`src/rtl/instr_mem_loader_pkg.sv`:
```
// Shared definitions for the instruction-memory loader: default widths,
// the instruction-memory depth and the loader FSM state encoding.
package instr_mem_loader_pkg;

    localparam int IML_ADDR_W    = 16;
    localparam int IML_DATA_W    = 32;
    localparam int IML_MEM_DEPTH = 512;

    typedef logic [2:0] state_t;

    localparam state_t S_IDLE   = 3'd0;
    localparam state_t S_CHECK  = 3'd1;
    localparam state_t S_STREAM = 3'd2;
    localparam state_t S_DRAIN  = 3'd3;
    localparam state_t S_FINISH = 3'd4;

endpackage

```
`src/rtl/instr_mem_loader_addr_gen.sv`:
```
// Read/write index counter pair for the loader, cleared at launch, with flags
// that say when every read has been issued and every write has landed.
module loader_addr_gen
    import instr_mem_loader_pkg::*;
#(
    parameter int ADDR_W = IML_ADDR_W
) (
    input  logic              clock,
    input  logic              reset,
    input  logic              clear_i,
    input  logic              rd_inc_i,
    input  logic              wr_inc_i,
    input  logic [ADDR_W-1:0] count_i,
    output logic [ADDR_W-1:0] rd_idx_o,
    output logic [ADDR_W-1:0] wr_idx_o,
    output logic              rd_done_o,
    output logic              wr_done_o
);

    logic [ADDR_W-1:0] rd_idx_q, rd_idx_d;
    logic [ADDR_W-1:0] wr_idx_q, wr_idx_d;

    always_comb begin
        rd_idx_d = rd_idx_q;
        wr_idx_d = wr_idx_q;
        if (clear_i) begin
            rd_idx_d = '0;
            wr_idx_d = '0;
        end else begin
            if (rd_inc_i) rd_idx_d = rd_idx_q + 1'b1;
            if (wr_inc_i) wr_idx_d = wr_idx_q + 1'b1;
        end
    end

    always_ff @(posedge clock or posedge reset) begin
        if (reset) begin
            rd_idx_q <= '0;
            wr_idx_q <= '0;
        end else begin
            rd_idx_q <= rd_idx_d;
            wr_idx_q <= wr_idx_d;
        end
    end

    // Terminal counts: index equals the requested length once all are done.
    assign rd_idx_o  = rd_idx_q;
    assign wr_idx_o  = wr_idx_q;
    assign rd_done_o = (rd_idx_q == count_i);
    assign wr_done_o = (wr_idx_q == count_i);

endmodule

```
`src/rtl/instr_mem_loader.sv`:
```
// Copies a block of instruction words from the HD read port into instruction
// memory, stalling the CPU via busy until done (or error) pulses.
module instr_mem_loader
    import instr_mem_loader_pkg::*;
#(
    parameter int ADDR_W    = IML_ADDR_W,
    parameter int DATA_W    = IML_DATA_W,
    parameter int MEM_DEPTH = IML_MEM_DEPTH
) (
    input  logic              clock,
    input  logic              reset,
    input  logic              start,
    input  logic [ADDR_W-1:0] src_addr,
    input  logic [ADDR_W-1:0] dst_addr,
    input  logic [ADDR_W-1:0] word_count,
    output logic              hd_rd_en,
    output logic [ADDR_W-1:0] hd_addr,
    input  logic [DATA_W-1:0] hd_data,
    output logic              mem_we,
    output logic [ADDR_W-1:0] mem_addr,
    output logic [DATA_W-1:0] mem_data,
    output logic              busy,
    output logic              done,
    output logic              error
);

    localparam logic [ADDR_W:0] DEPTH_LIMIT = (ADDR_W+1)'(MEM_DEPTH);

    state_t            state_q, state_d;
    logic              launch_q;
    logic [ADDR_W-1:0] src_q, dst_q, count_q;
    logic              hd_rd_en_q;
    logic [ADDR_W-1:0] hd_addr_q;
    logic              rd_pend_q;
    logic              mem_we_q;
    logic [ADDR_W-1:0] mem_addr_q;
    logic [DATA_W-1:0] mem_data_q;
    logic              busy_q, done_q, error_q;

    logic              accept;
    logic              out_of_bounds;
    logic              error_d, done_d;
    logic              rd_inc;
    logic [ADDR_W-1:0] rd_idx, wr_idx;
    logic              rd_done, wr_done;
    logic [ADDR_W:0]   end_addr;

    // A launch is accepted only from a quiet IDLE; start is otherwise ignored.
    assign accept   = (state_q == S_IDLE) && !launch_q && start;
    assign end_addr = {1'b0, dst_q} + {1'b0, count_q};
    assign out_of_bounds = (end_addr > DEPTH_LIMIT);
    assign rd_inc   = (state_d == S_STREAM);

    loader_addr_gen #(
        .ADDR_W(ADDR_W)
    ) u_addr_gen (
        .clock     (clock),
        .reset     (reset),
        .clear_i   ((state_q == S_IDLE) && launch_q),
        .rd_inc_i  (rd_inc),
        .wr_inc_i  (rd_pend_q),
        .count_i   (count_q),
        .rd_idx_o  (rd_idx),
        .wr_idx_o  (wr_idx),
        .rd_done_o (rd_done),
        .wr_done_o (wr_done)
    );

    always_comb begin
        state_d = state_q;
        case (state_q)
            S_IDLE:   if (launch_q) state_d = S_CHECK;
            S_CHECK: begin
                if ((count_q == '0) || out_of_bounds) state_d = S_FINISH;
                else                                  state_d = S_STREAM;
            end
            S_STREAM: if (rd_done) state_d = S_DRAIN;
            S_DRAIN:  if (wr_done) state_d = S_FINISH;
            S_FINISH: state_d = S_IDLE;
            default:  state_d = S_IDLE;
        endcase
    end

    assign error_d = (state_q == S_CHECK) && (count_q != '0) && out_of_bounds;
    assign done_d  = (state_d == S_FINISH) && !error_d;

    always_ff @(posedge clock or posedge reset) begin
        if (reset) begin
            state_q  <= S_IDLE;
            launch_q <= 1'b0;
            src_q    <= '0;
            dst_q    <= '0;
            count_q  <= '0;
        end else begin
            state_q  <= state_d;
            launch_q <= accept;
            if (accept) begin
                src_q   <= src_addr;
                dst_q   <= dst_addr;
                count_q <= word_count;
            end
        end
    end

    // Read issue -> data valid -> memory write: two registered stages.
    always_ff @(posedge clock or posedge reset) begin
        if (reset) begin
            hd_rd_en_q <= 1'b0;
            hd_addr_q  <= '0;
            rd_pend_q  <= 1'b0;
            mem_we_q   <= 1'b0;
            mem_addr_q <= '0;
            mem_data_q <= '0;
            busy_q     <= 1'b0;
            done_q     <= 1'b0;
            error_q    <= 1'b0;
        end else begin
            hd_rd_en_q <= rd_inc;
            if (rd_inc) hd_addr_q <= src_q + rd_idx;
            rd_pend_q  <= hd_rd_en_q;
            mem_we_q   <= rd_pend_q;
            if (rd_pend_q) begin
                mem_addr_q <= dst_q + wr_idx;
                mem_data_q <= hd_data;
            end
            busy_q  <= (state_d == S_CHECK) || (state_d == S_STREAM) ||
                       (state_d == S_DRAIN);
            done_q  <= done_d;
            error_q <= error_d;
        end
    end

    assign hd_rd_en = hd_rd_en_q;
    assign hd_addr  = hd_addr_q;
    assign mem_we   = mem_we_q;
    assign mem_addr = mem_addr_q;
    assign mem_data = mem_data_q;
    assign busy     = busy_q;
    assign done     = done_q;
    assign error    = error_q;

endmodule
```
`config.mk`:
```
export PLATFORM = sky130hd
export DESIGN_NAME = instr_mem_loader
export DESIGN_NICKNAME = d
export VERILOG_FILES = /design/src/rtl/instr_mem_loader_pkg.sv /design/src/rtl/instr_mem_loader_addr_gen.sv /design/src/rtl/instr_mem_loader.sv
export SDC_FILE = /design/constraint.sdc
export NUM_CORES = 1
export LEC_CHECK = 0
export ABC_AREA = 1
export BUFFER_PORTS_ARGS = -buffer_cell sky130_fd_sc_hd__buf_2
export CORE_MARGIN = 2
export CORE_UTILIZATION = 40
export DETAILED_ROUTE_END_ITERATION = 7
export HOLD_SLACK_MARGIN = 0.15
export PLACE_DENSITY_LB_ADDON = 0.08
export SLEW_MARGIN = 30
export SYNTH_ARGS = -nofsm -noshare
export SYNTH_HDL_FRONTEND = slang
export SYNTH_HIERARCHICAL = 1
export SYNTH_SLANG_ARGS = --single-unit
```
`constraint.sdc`:
```
create_clock -name clock -period 7.6 [get_ports clock]
set_clock_uncertainty 0.05 [all_clocks]
set_input_delay 0.38 -clock clock [delete_from_list [all_inputs] [get_ports clock]]
set_output_delay 0.38 -clock clock [all_outputs]
set_load 0.01 [all_outputs]
```
==> results of run 1 <==
-- worst max-delay path by stage --
stage	start	endpoint	slack (ps)	cells after the start
finish	count_q[0]$_DFFE_PP0P_	u_addr_gen/rd_idx_o[12]$_DFFE_PP0P_	4020	19
global route	count_q[0]$_DFFE_PP0P_	u_addr_gen/rd_idx_o[12]$_DFFE_PP0P_	3600	23
CTS	u_addr_gen/wr_idx_o[7]$_DFFE_PP0P_	u_addr_gen/rd_idx_o[12]$_DFFE_PP0P_	4050	18
detailed placement	count_q[0]$_DFFE_PP0P_	u_addr_gen/rd_idx_o[12]$_DFFE_PP0P_	4080	21
global placement	count_q[0]$_DFFE_PP0P_	u_addr_gen/rd_idx_o[12]$_DFFE_PP0P_	4140	19
floorplan	reset	busy$_DFF_PP0_	3930	1
-- per-stage QoR --
stage	worst slack [ps]	hold WS, ps	power (mW)	instance area, sq um
finish	4020	170	4.09	11700
global route	3600	172	4.47	11700
CTS	4050	160	4.11	11700
detailed placement	4080	367	3.17	10300
global placement	4140	379	3.16	10300
floorplan	3930	366	2.59	9240
-- final cells by class --
cell class	instances	area, sq um	share of cell area
multi-input combinational	963	4820	0.413
sequential	154	3850	0.330
timing repair buffer	235	1580	0.135
inverter	118	445	0.0382
clock buffer	18	439	0.0376
tap	285	357	0.0305
clock inverter	14	176	0.0151
-- metal layers --
layer | wire length (um) | up-vias | track usage | share of wire
li1 | - | 4454 | - | -
met1 | 13700 | 3912 | 0.332 | 0.51
met2 | 11600 | 192 | 0.361 | 0.43
met3 | 1210 | 16 | 0.0333 | 0.045
met4 | 331 | 0 | 0.0585 | 0.012
met5 | 0 | - | 0 | 0
-- logic make-up (layout without fill, tap and decap cells) --
kind of cell / count (synthesis) / after routing / synth area share
xor+xnor: 49 / 49 / 0.0464
flops: 154 / 154 / 0.417
simple gates: 749 / 749 / 0.337
fa+ha+maj: 51 / 51 / 0.0715
buf+inv: 146 / 385 / 0.0620
compound gates: 114 / 114 / 0.0665
-- worst reg2reg max path: cells and delay by family, from the launching register on --
family | cells | cell delay, ps
buffers and inverters | 1 | 300
flip-flops | 1 | 450
adder cells (fa/ha/maj) | 2 | 650
AND/OR/NAND/NOR | 15 | 1900
AO/OA/AOI/OAI | 1 | 170
-- power groups by stage --
stage / clock network (mW) / logic (mW) / registers (mW)
floorplan: 0 / 1.28 / 1.31
global placement: 0 / 1.81 / 1.35
detailed placement: 0 / 1.82 / 1.35
CTS: 0.919 / 1.85 / 1.34
global route: 0.952 / 2.14 / 1.37
finish: 0.896 / 1.85 / 1.34
-- timing repair --
action                                  4_1_cts  5_1_grt
endpoints found under the setup margin        0        0
endpoints found under the hold margin       172        0
resized for setup                             0        0
hold buffers                                 78        0
-- placed cells by master, fill, tap and decap left out, types with 3 or more instances in the layout --
cell / count
clkbuf_16: 17
nor2_1: 107
clkinv_1: 3
a21oi_1: 55
nand2_2: 3
xnor2_1: 35
inv_6: 6
o21bai_1: 4
and2_1: 5
dfrtp_1: 153
nand3_1: 60
dlygate4sd3_1: 78
nor4_1: 4
nand4_1: 12
o21ai_0: 37
buf_2: 151
nand3_2: 5
xor2_1: 14
a31oi_1: 8
ha_1: 48
fa_1: 3
nand2_1: 516
buf_4: 6
or2_2: 8
inv_1: 113
nor3_1: 7
nand3b_1: 7
nor2_2: 6
-- state kept, by name, summed over array words and instances (netlist names), 3 cells and up --
signal,flops
count_q,16
dst_q,16
hd_addr,16
mem_addr,16
mem_data,32
src_q,16
state_q,3
u_addr_gen/rd_idx_o,16
u_addr_gen/wr_idx_o,16
==> metrics.md, run 1 <==
| Metric | Value |
|---|---|
| Vias in the first global route | `8431` |
| Slew Limit Fails | `0` |
| Worst setup SP type | `register` |
| IO Count | `152` |
| Clock transition at path regs | `60 ps` |
| Pwr Density | `350 nW/um^2` |
| Fraction of layout cells with a size suffix above 1 | `0.148` |
| Cell with the most instances after synthesis | `nand2_1` |
| NumNets Final | `1623` |
| HP Class | `in2reg` |
| Die height | `156 um` |
| Initial DRC Count | `606` |
| Post-DRT Antenna Nets | `0` |
| Fill cells | `between 2000 and 2500` |
| Asr flop ratio synth | `1.00` |
| Wirelength, routed | `approximately 27000 um` |
| Yosys Warn Count | `6` |
| Clock tree buffer depth | `2` |
| Kind of cell adding the most delay to the critical path | `simple AND/OR/NAND/NOR gates` |
| Reg2reg path depth | `19` |
| Largest net degree at the start of global routing | `65` |
| Min-Delay Path Depth | `3` |
| Post-Syn Area | `about 9200 sq um` |
| Max Freq | `0.279 GHz` |
| Worst-Margin Slew | `907 ps` |
| Clock Latency Late Sink | `430 ps` |
| Ranking of synthesized cells by area | `dfrtp_1 42%, nand2_1 21%, ha_1 6.5%` |
| First-pass iteration count of the detailed router | `7` |
| Post-synthesis net count | `around 1400` |
| CTS root buf | `clkbuf_16` |
| Worst r2r src | `count_q[0]$_DFFE_PP0P_` |
| RSZ-0062 raised after global routing | `false` |
| Yosys cell types | `45` |
| DR WL/cell | `between 10 and 15 um` |
| Post-CTS Setup Repair Bufs | `0` |
| Critical path's largest stage delay | `450 ps` |
| Required @ worst endpoint | `7900 ps` |
| Initial antenna violation count | `1` |
| Global-route wire length before repair | `43800 um` |
| CTS tree | `done` |
| CP arrival | `3880 ps` |
| Post-layout util | `0.516` |
| Vias per inst | `about 4.8` |
| Yosys reg bits | `154` |
| P&R area growth vs syn | `26.3%` |
| Slew headroom | `0.395` |
| Global placer's final weighted congestion | `0.883` |
| Switch share | `0.443` |
| Clock power frac | `0.219` |
| CP max stage cell | `dfrtp_1` |
| Rows | `55` |
| Bufs and invs on worst path | `1` |
| Worst-case hold path end point | `src_q[1]$_DFFE_PP0P_` |
| Grt ovf | `0` |
| Final hold violations | `0` |
| Setup TNS | `0 ps` |
| N_diodes | `0` |
| Full die area | `24300 sq um` |
| Net Sw Power | `1.81 mW` |
| Core Box Area | `22600 sq um` |
| Die width | `roughly 160 um` |
| Inst Count DP | `approximately 1700` |
| Cell type with the largest total area after synthesis | `dfrtp_1` |
| Max VDD drop | `163 uV` |
| Syn Area/Cell | `7.32 sq um` |
| Pint | `2.28 mW` |
| Crit Path Category | `reg2reg` |
| Synth top cells by count | `516 x nand2_1, 154 x dfrtp_1, 114 x inv_1` |
| Via Count | `8574` |
| CP Cell Sequence | `ha_1 -> fa_1 -> nand3_1 -> nand2_1 -> nand2_1 -> nand2_1 -> a21oi_1 -> nand2_1 -> nor2_2 -> nand4_2 -> nand3_4 -> nand2_4 -> inv_1 -> nand3_2 -> nor2_2 -> nand3_2 -> nand2_1 -> nand2_1 -> nor2_1` |
| Main synth FF type | `dfrtp_1` |
| Input/output buffers | `151` |
| R2R Setup Slk | `4020 ps` |
| Crit-path max FO | `18` |
| DP HPWL | `19500 um` |
| Finished Layout Cells | `1787` |
| GRT Total Usage | `0.229` |
| Combinational share of power | `0.454` |
| # H-tree levels | `4` |
| # clock sinks | `154` |
| Gate Count Post-Synth | `~1300` |
| Final worst-path cycle share | `0.471` |
| Final Setup Violations | `0` |
| Post-synth top area share | `0.417` |
| Leak Pwr | `6.25 nW` |
| Worst setup EP type | `register` |
| Share of the yosys chip area belonging to registers | `0.417` |
| Status | `completed` |
| Initial Utilization | `0.408` |
| CP most frequent cell | `nand2_1` |
| Sequential Power Share | `0.327` |
| Inserted Clock Buffers | `17` |
| # DRC | `0` |
| Max Cap Violations | `0` |
| EDFF count, synth | `0` |
| Reg2reg end | `u_addr_gen/rd_idx_o[12]$_DFFE_PP0P_` |
| Min cycle time layout | `around 3600 ps` |
| Worst hold start | `src_addr[1]` |
(Power assumes the default switching activity.)
==> run 2: changes to the inputs <==
clock period = 3.7 ns   (was 7.6 ns; I/O delays follow)
==> run 2 against run 1 <==
Critical path depth rose by 4. Wire length up 0.43%. Critical path type unchanged. Largest power group unchanged. Non-clock buffer count grew 20. Cell area grew 1.6%.
==> metrics.md, run 2 (synthesized netlist as in run 1, its figures left out) <==
| Metric | Value |
|---|---|
| Net Sw Power | `3.78 mW` |
| Switch share | `0.445` |
| Initial Utilization | `0.408` |
| Clock tree buffer depth | `2` |
| Leak Pwr | `6.33 nW` |
| Total Power | `8.51 mW` |
| Required @ worst endpoint | `4010 ps` |
| Inserted Clock Buffers | `17` |
| Initial antenna violation count | `0` |
| Max Freq | `0.310 GHz` |
| Full die area | `24300 sq um` |
| Worst-case hold path end point | `count_q[12]$_DFFE_PP0P_` |
| Sequential Power Share | `0.309` |
| Worst-Margin Slew | `913 ps` |
| Min cycle time layout | `3230 ps` |
| Clock power frac | `0.215` |
| Die height | `156 um` |
| R2R Setup Slk | `around 470 ps` |
| Final hold violations | `0` |
| Rows | `55` |
| Worst setup SP type | `register` |
| RSZ-0062 raised after global routing | `false` |
| Worst slack, placed | `251 ps` |
| N_diodes | `0` |
| Final worst-path cycle share | `0.873` |
| P&R area growth vs syn | `28.3%` |
| Setup TNS | `0 ps` |
| Reg2reg path depth | `23` |
| Global-route wire length before repair | `around 43000 um` |
| # clock sinks | `around 150` |
| # DRC | `0` |
| Die width | `156 um` |
| Most common cell after layout, fill and taps aside | `nand2_1` |
| Max Cap Violations | `0` |
| Max VDD drop | `between 300 and 400 uV` |
| Slew Limit Fails | `0` |
| Crit-path max FO | `17` |
| Worst hold start | `start` |
| Worst r2r src | `count_q[0]$_DFFE_PP0P_` |
| NumNets Final | `1643` |
| Core Box Area | `22600 sq um` |
| Vias per inst | `4.80` |
| Clock Latency Late Sink | `430 ps` |
| Post-DRT Antenna Nets | `0` |
| Post-route setup slack | `470 ps` |
| HP Class | `in2reg` |
| Initial DRC Count | `about 600` |
| IO Count | `152` |
| Pwr Density | `717 nW/um^2` |
| CP arrival | `3540 ps` |
| Vias in the first global route | `8226` |
| GRT Total Usage | `0.226` |
| DR WL/cell | `14.9 um` |
| Finished Cell Area | `11900 sq um` |
| Reg2reg end | `u_addr_gen/rd_idx_o[10]$_DFFE_PP0P_` |
| Grt ovf | `0` |
| Wirelength, routed | `~27000 um` |
| Via Count | `~8700` |
| First-pass iteration count of the detailed router | `4` |
| Max FFs per register | `32` |
| Pint | `roughly 4.7 mW` |
| Slew headroom | `0.391` |
| Min-Delay Path Depth | `5` |
| Combinational share of power | `0.476` |
| Finished Layout Cells | `1807` |
| Input/output buffers | `approximately 150` |
| Crit Path Category | `reg2reg` |
| DP Area | `roughly 10000 sq um` |
| Clock transition at path regs | `70 ps` |
| Global placer's final weighted congestion | `roughly 0.88` |
| DP HPWL | `20000 um` |
| Commonest cells after routing, fill and taps aside | `516 x nand2_1, 153 x dfrtp_1, 151 x buf_2` |
| Inst Count DP | `1693` |
| Fill cells | `2206` |
| Worst setup EP type | `register` |
| CTS tree | `done` |
| CTS root buf | `clkbuf_16` |
| Largest net degree at the start of global routing | `71` |
| # H-tree levels | `4` |
| Status | `completed` |
| Final Setup Violations | `0` |
| Fraction of layout cells with a size suffix above 1 | `0.158` |
## run 2: what timing repair did
| item | 4_1_cts | 5_1_grt |
|---|---|---|
| endpoints found under the setup margin | 0 | 9 |
| buffers inserted | 0 | 1 |
| gates resized for setup | 0 | 1 |
| endpoints found under the hold margin | 181 | 0 |
| hold buffers | 81 | 0 |
## run 2: how the worst max path moves through the flow
| stage | start | to | slack [ps] | cells after the start |
|---|---|---|---|---|
| final | count_q[0]$_DFFE_PP0P_ | u_addr_gen/rd_idx_o[10]$_DFFE_PP0P_ | 470 | 23 |
| after CTS | count_q[0]$_DFFE_PP0P_ | u_addr_gen/rd_idx_o[11]$_DFFE_PP0P_ | 260 | 24 |
| after floorplan | reset | busy$_DFF_PP0_ | 220 | 1 |
| after detailed placement | count_q[0]$_DFFE_PP0P_ | u_addr_gen/rd_idx_o[11]$_DFFE_PP0P_ | 250 | 24 |
| after global routing | count_q[0]$_DFFE_PP0P_ | u_addr_gen/rd_idx_o[10]$_DFFE_PP0P_ | 120 | 23 |
| after global placement | count_q[0]$_DFFE_PP0P_ | u_addr_gen/rd_idx_o[12]$_DFFE_PP0P_ | 320 | 23 |
## run 2: cell type report
cell class	count	area, sq um	area share
Multi-Input combinational cell	963	4820	0.407
Sequential cell	154	3850	0.325
Timing Repair Buffer	255	1750	0.148
Inverter	118	452	0.0381
Clock buffer	17	425	0.0359
Tap cell	285	357	0.0301
Clock inverter	15	195	0.0165
## run 2: stage by stage
step | hold WS, ps | utilization
after floorplan | 245 | -
after global placement | 292 | 0.460
after detailed placement | 291 | 0.460
after CTS | 269 | 0.523
after global routing | 323 | 0.524
final | 284 | 0.524
## run 2: layer usage
layer  vias up  part of all wire  track usage
met5         -                 0            0
met4         0            0.0083       0.0542
met3        13             0.054       0.0339
met2       207              0.44        0.353
met1      3975              0.50        0.329
li1       4486                 -            -
## run 2: worst max-delay path: stages, from the launching register on
cell        delay, ps
dfrtp_1           440
ha_1              240
fa_1              410
nand2_1           100
nand2_1            50
nand3_1            90
nand2_1           100
nand2_1            90
nand2_1            50
nand2_1            60
nand2_1            50
clkinv_1           40
nand2_1            50
nor2_2            110
nand4_2           140
nand3_4           120
nand2_4           140
clkinvlp_4        190
nand3_2           120
nor3_2            200
nand2_1           100
nand2_1            70
nand2_1            40
nor2_1            130
## run 2: power groups by stage
stage	sequential, mW	combinational [mW]	clock (mW)
final	2.63	4.05	1.83
after global routing	2.70	4.63	1.95
after CTS	2.63	4.06	1.87
after detailed placement	2.66	3.98	0
after global placement	2.65	3.95	0
after floorplan	2.70	2.63	0
==> run 3: changes to the inputs <==
ABC_AREA = 0   (was 1)
CAP_MARGIN = 20   (was not set)
==> run 3 against run 2 <==
Synthesized cell count decreased by 30%. Combinational power decreased by 1%. Worst hold slack got worse by 15 ps. Synthesized area decreased by 5.5%. Core utilization increased by 0.51 points. Critical endpoint is now u_addr_gen/rd_idx_o[14]$_DFFE_PP0P_. Highest routed layer unchanged. Clock-buffer cell count increased by 1. Via count decreased by 17%. Sequential share of layout area increased by 1.2 points. First-iteration DRC count decreased by 49%. Cell count decreased by 21%. Wire length decreased by 13%.
==> metrics.md, run 3 <==
| Metric | Value |
|---|---|
| Status | `completed` |
| Cell type with the largest total area after synthesis | `dfrtp_1` |
| Final Setup Violations | `0` |
| NumNets Final | `about 1300` |
| Ranking of synthesized cells by area | `dfrtp_1 44%, nand2_1 7.0%, ha_1 6.9%` |
| Clock power frac | `0.200` |
| # H-tree levels | `4` |
| Vias in the first global route | `7370` |
| Worst setup SP type | `register` |
| Net Sw Power | `3.35 mW` |
| Global placer's final weighted congestion | `0.848` |
| Core Box Area | `roughly 22000 sq um` |
| Setup TNS | `0 ps` |
| Worst slack, placed | `approximately 30 ps` |
| IO Count | `152` |
| N_diodes | `0` |
| Reg2reg path depth | `15` |
| Syn Area/Cell | `9.92 sq um` |
| CP Cell Sequence | `ha_4 -> fa_2 -> buf_4 -> a21oi_1 -> nor2_1 -> o31ai_1 -> nand3_1 -> o31a_1 -> nor4_4 -> a31oi_4 -> inv_2 -> and4_4 -> nand3_4 -> or4_4 -> a21oi_2` |
| Fill cells | `2027` |
| CP arrival | `3960 ps` |
| Post-synth top area share | `0.441` |
| Vias per inst | `5.01` |
| DP HPWL | `16800 um` |
| Clock Latency Late Sink | `~420 ps` |
| Min cycle time layout | `3660 ps` |
| Max VDD drop | `292 uV` |
| Worst setup EP type | `register` |
| Initial DRC Count | `approximately 310` |
| Required @ worst endpoint | `4000 ps` |
| Post-route setup slack | `36.8 ps` |
| Switch share | `0.407` |
| HP Class | `in2reg` |
| # clock sinks | `154` |
| Yosys cell types | `roughly 70` |
| Yosys Warn Count | `6` |
| GRT Total Usage | `0.205` |
| Largest net degree at the start of global routing | `55` |
| Post-DRT Antenna Nets | `0` |
| Full die area | `23000 sq um` |
| Main synth FF type | `dfrtp_1` |
| P&R area growth vs syn | `30.8%` |
| Asr flop ratio synth | `1.00` |
| Global-route wire length before repair | `38200 um` |
| Commonest cells after routing, fill and taps aside | `163 x nand2_1, 152 x dfrtp_1, 151 x buf_2` |
| Combinational share of power | `0.485` |
| Worst hold start | `start` |
| Slew headroom | `0.424` |
| Max Cap Violations | `0` |
| Critical Path Source | `count_q[0]$_DFFE_PP0P_` |
| Critical path's largest stage delay | `430 ps` |
| First-pass iteration count of the detailed router | `5` |
| Inserted Clock Buffers | `17` |
| Cell with the most instances after synthesis | `nand2_1` |
| Gate Count Post-Synth | `881` |
| Initial Utilization | `0.404` |
| Leak Pwr | `5.69 nW` |
| Pwr Density | `720 nW/um^2` |
| Synth top cells by count | `163 x nand2_1, 154 x dfrtp_1, 58 x xnor2_1` |
| Total Power | `between 8 and 9 mW` |
| DR WL/cell | `16.2 um` |
| Slew Limit Fails | `0` |
| Max Freq | `0.273 GHz` |
| Via Count | `7179` |
| Crit Path Category | `reg2reg` |
| CP max stage cell | `or4_4` |
| Final hold violations | `0` |
| RSZ-0062 raised after global routing | `true` |
| Initial antenna violation count | `0` |
| CTS root buf | `clkbuf_16` |
| Min Hold Slack | `between 200 and 300 ps` |
| Yosys reg bits | `154` |
| Share of the yosys chip area belonging to registers | `0.441` |
| Clock tree buffer depth | `2` |
| Min-Delay Path Depth | `4` |
| Rows | `54` |
| Clock transition at path regs | `70 ps` |
| Pint | `4.88 mW` |
| CTS tree | `done` |
| Post-synthesis net count | `between 1000 and 1500` |
| Crit-path max FO | `4` |
| Die width | `152 um` |
| Most common cell after layout, fill and taps aside | `nand2_1` |
| Worst-Margin Slew | `864 ps` |
| Die height | `between 150 and 200 um` |
| EDFF count, synth | `0` |
| Worst r2r src | `count_q[0]$_DFFE_PP0P_` |
| Input/output buffers | `151` |
| Post-layout util | `0.529` |
| Post-Syn Area | `8740 sq um` |
| Grt ovf | `0` |
| Fraction of layout cells with a size suffix above 1 | `0.268` |
| # DRC | `0` |
| Sequential Power Share | `0.315` |
| Wirelength, routed | `23300 um` |
| Max FFs per register | `32` |
| Final worst-path cycle share | `0.990` |
-- run 3: worst paths after layout --
check	to	slack, ps
setup / recovery	u_addr_gen/rd_idx_o[14]$_DFFE_PP0P_	40
hold / removal	launch_q$_DFF_PP0_	270
setup reg to reg	u_addr_gen/rd_idx_o[14]$_DFFE_PP0P_	40
hold reg to reg	rd_pend_q$_DFF_PP0_	330
max in group asynchronous	hd_addr[3]$_DFFE_PP0P_	2410
min in group asynchronous	count_q[12]$_DFFE_PP0P_	380
-- run 3: power groups by stage --
stage / clock network [mW] / registers, mW / logic, mW
floorplan: 0 / 2.69 / 2.55
global placement: 0 / 2.61 / 3.86
detailed placement: 0 / 2.63 / 3.88
CTS: 1.69 / 2.61 / 3.97
global route: 1.77 / 2.66 / 4.43
finish: 1.65 / 2.59 / 3.99
-- run 3: worst max-delay path: cells and delay by family (launching register included) --
family	cells	cell delay, ps
AOI/OAI and AO/OA	5	1010
adders and majority gates	2	540
buffers and inverters	2	230
DFF	1	420
and+or+nand+nor	6	1320
-- run 3: layout make-up --
cell class	count	area, sq um	share of cell area
clock inverters	14	114	0.00996
multi-input cells	669	4720	0.413
inverters	28	108	0.00941
well taps	280	350	0.0306
clock buffers	18	429	0.0375
repair buffers	269	1860	0.162
flip-flops and latches	154	3860	0.337
-- run 3: per-stage QoR --
step / instance area (sq um) / instances
final: 11400 / 1432
after global routing: 11400 / 1432
after CTS: 11400 / 1431
after detailed placement: 10000 / 1318
after global placement: 10000 / 1318
after floorplan: 8790 / 881
-- run 3: logic make-up after synthesis --
kind of cell,Yosys count,synth area share
and+or+nand+nor,343,0.189
AOI/OAI and AO/OA,129,0.0995
xor gates and xnor gates,81,0.0812
buffers and inverters,58,0.0278
DFF,154,0.441
muxes,65,0.0858
adders and majority gates,51,0.0756
-- run 3: per-layer routing --
layer	track usage	share of wire	vias up
li1	-	-	3592
met1	0.258	0.45	3467
met2	0.369	0.52	108
met3	0.0396	0.027	12
met4	0.0414	0.0088	0
met5	0	0	-
-- run 3: timing repair --
action / 4_1_cts / 5_1_grt
hold buffers: 81 / 0
resized for setup: 1 / 8
pin swaps: 0 / 8
setup buffers: 0 / 1
hold endpoints to repair: 160 / 0
endpoints found under the setup margin: 1 / 10
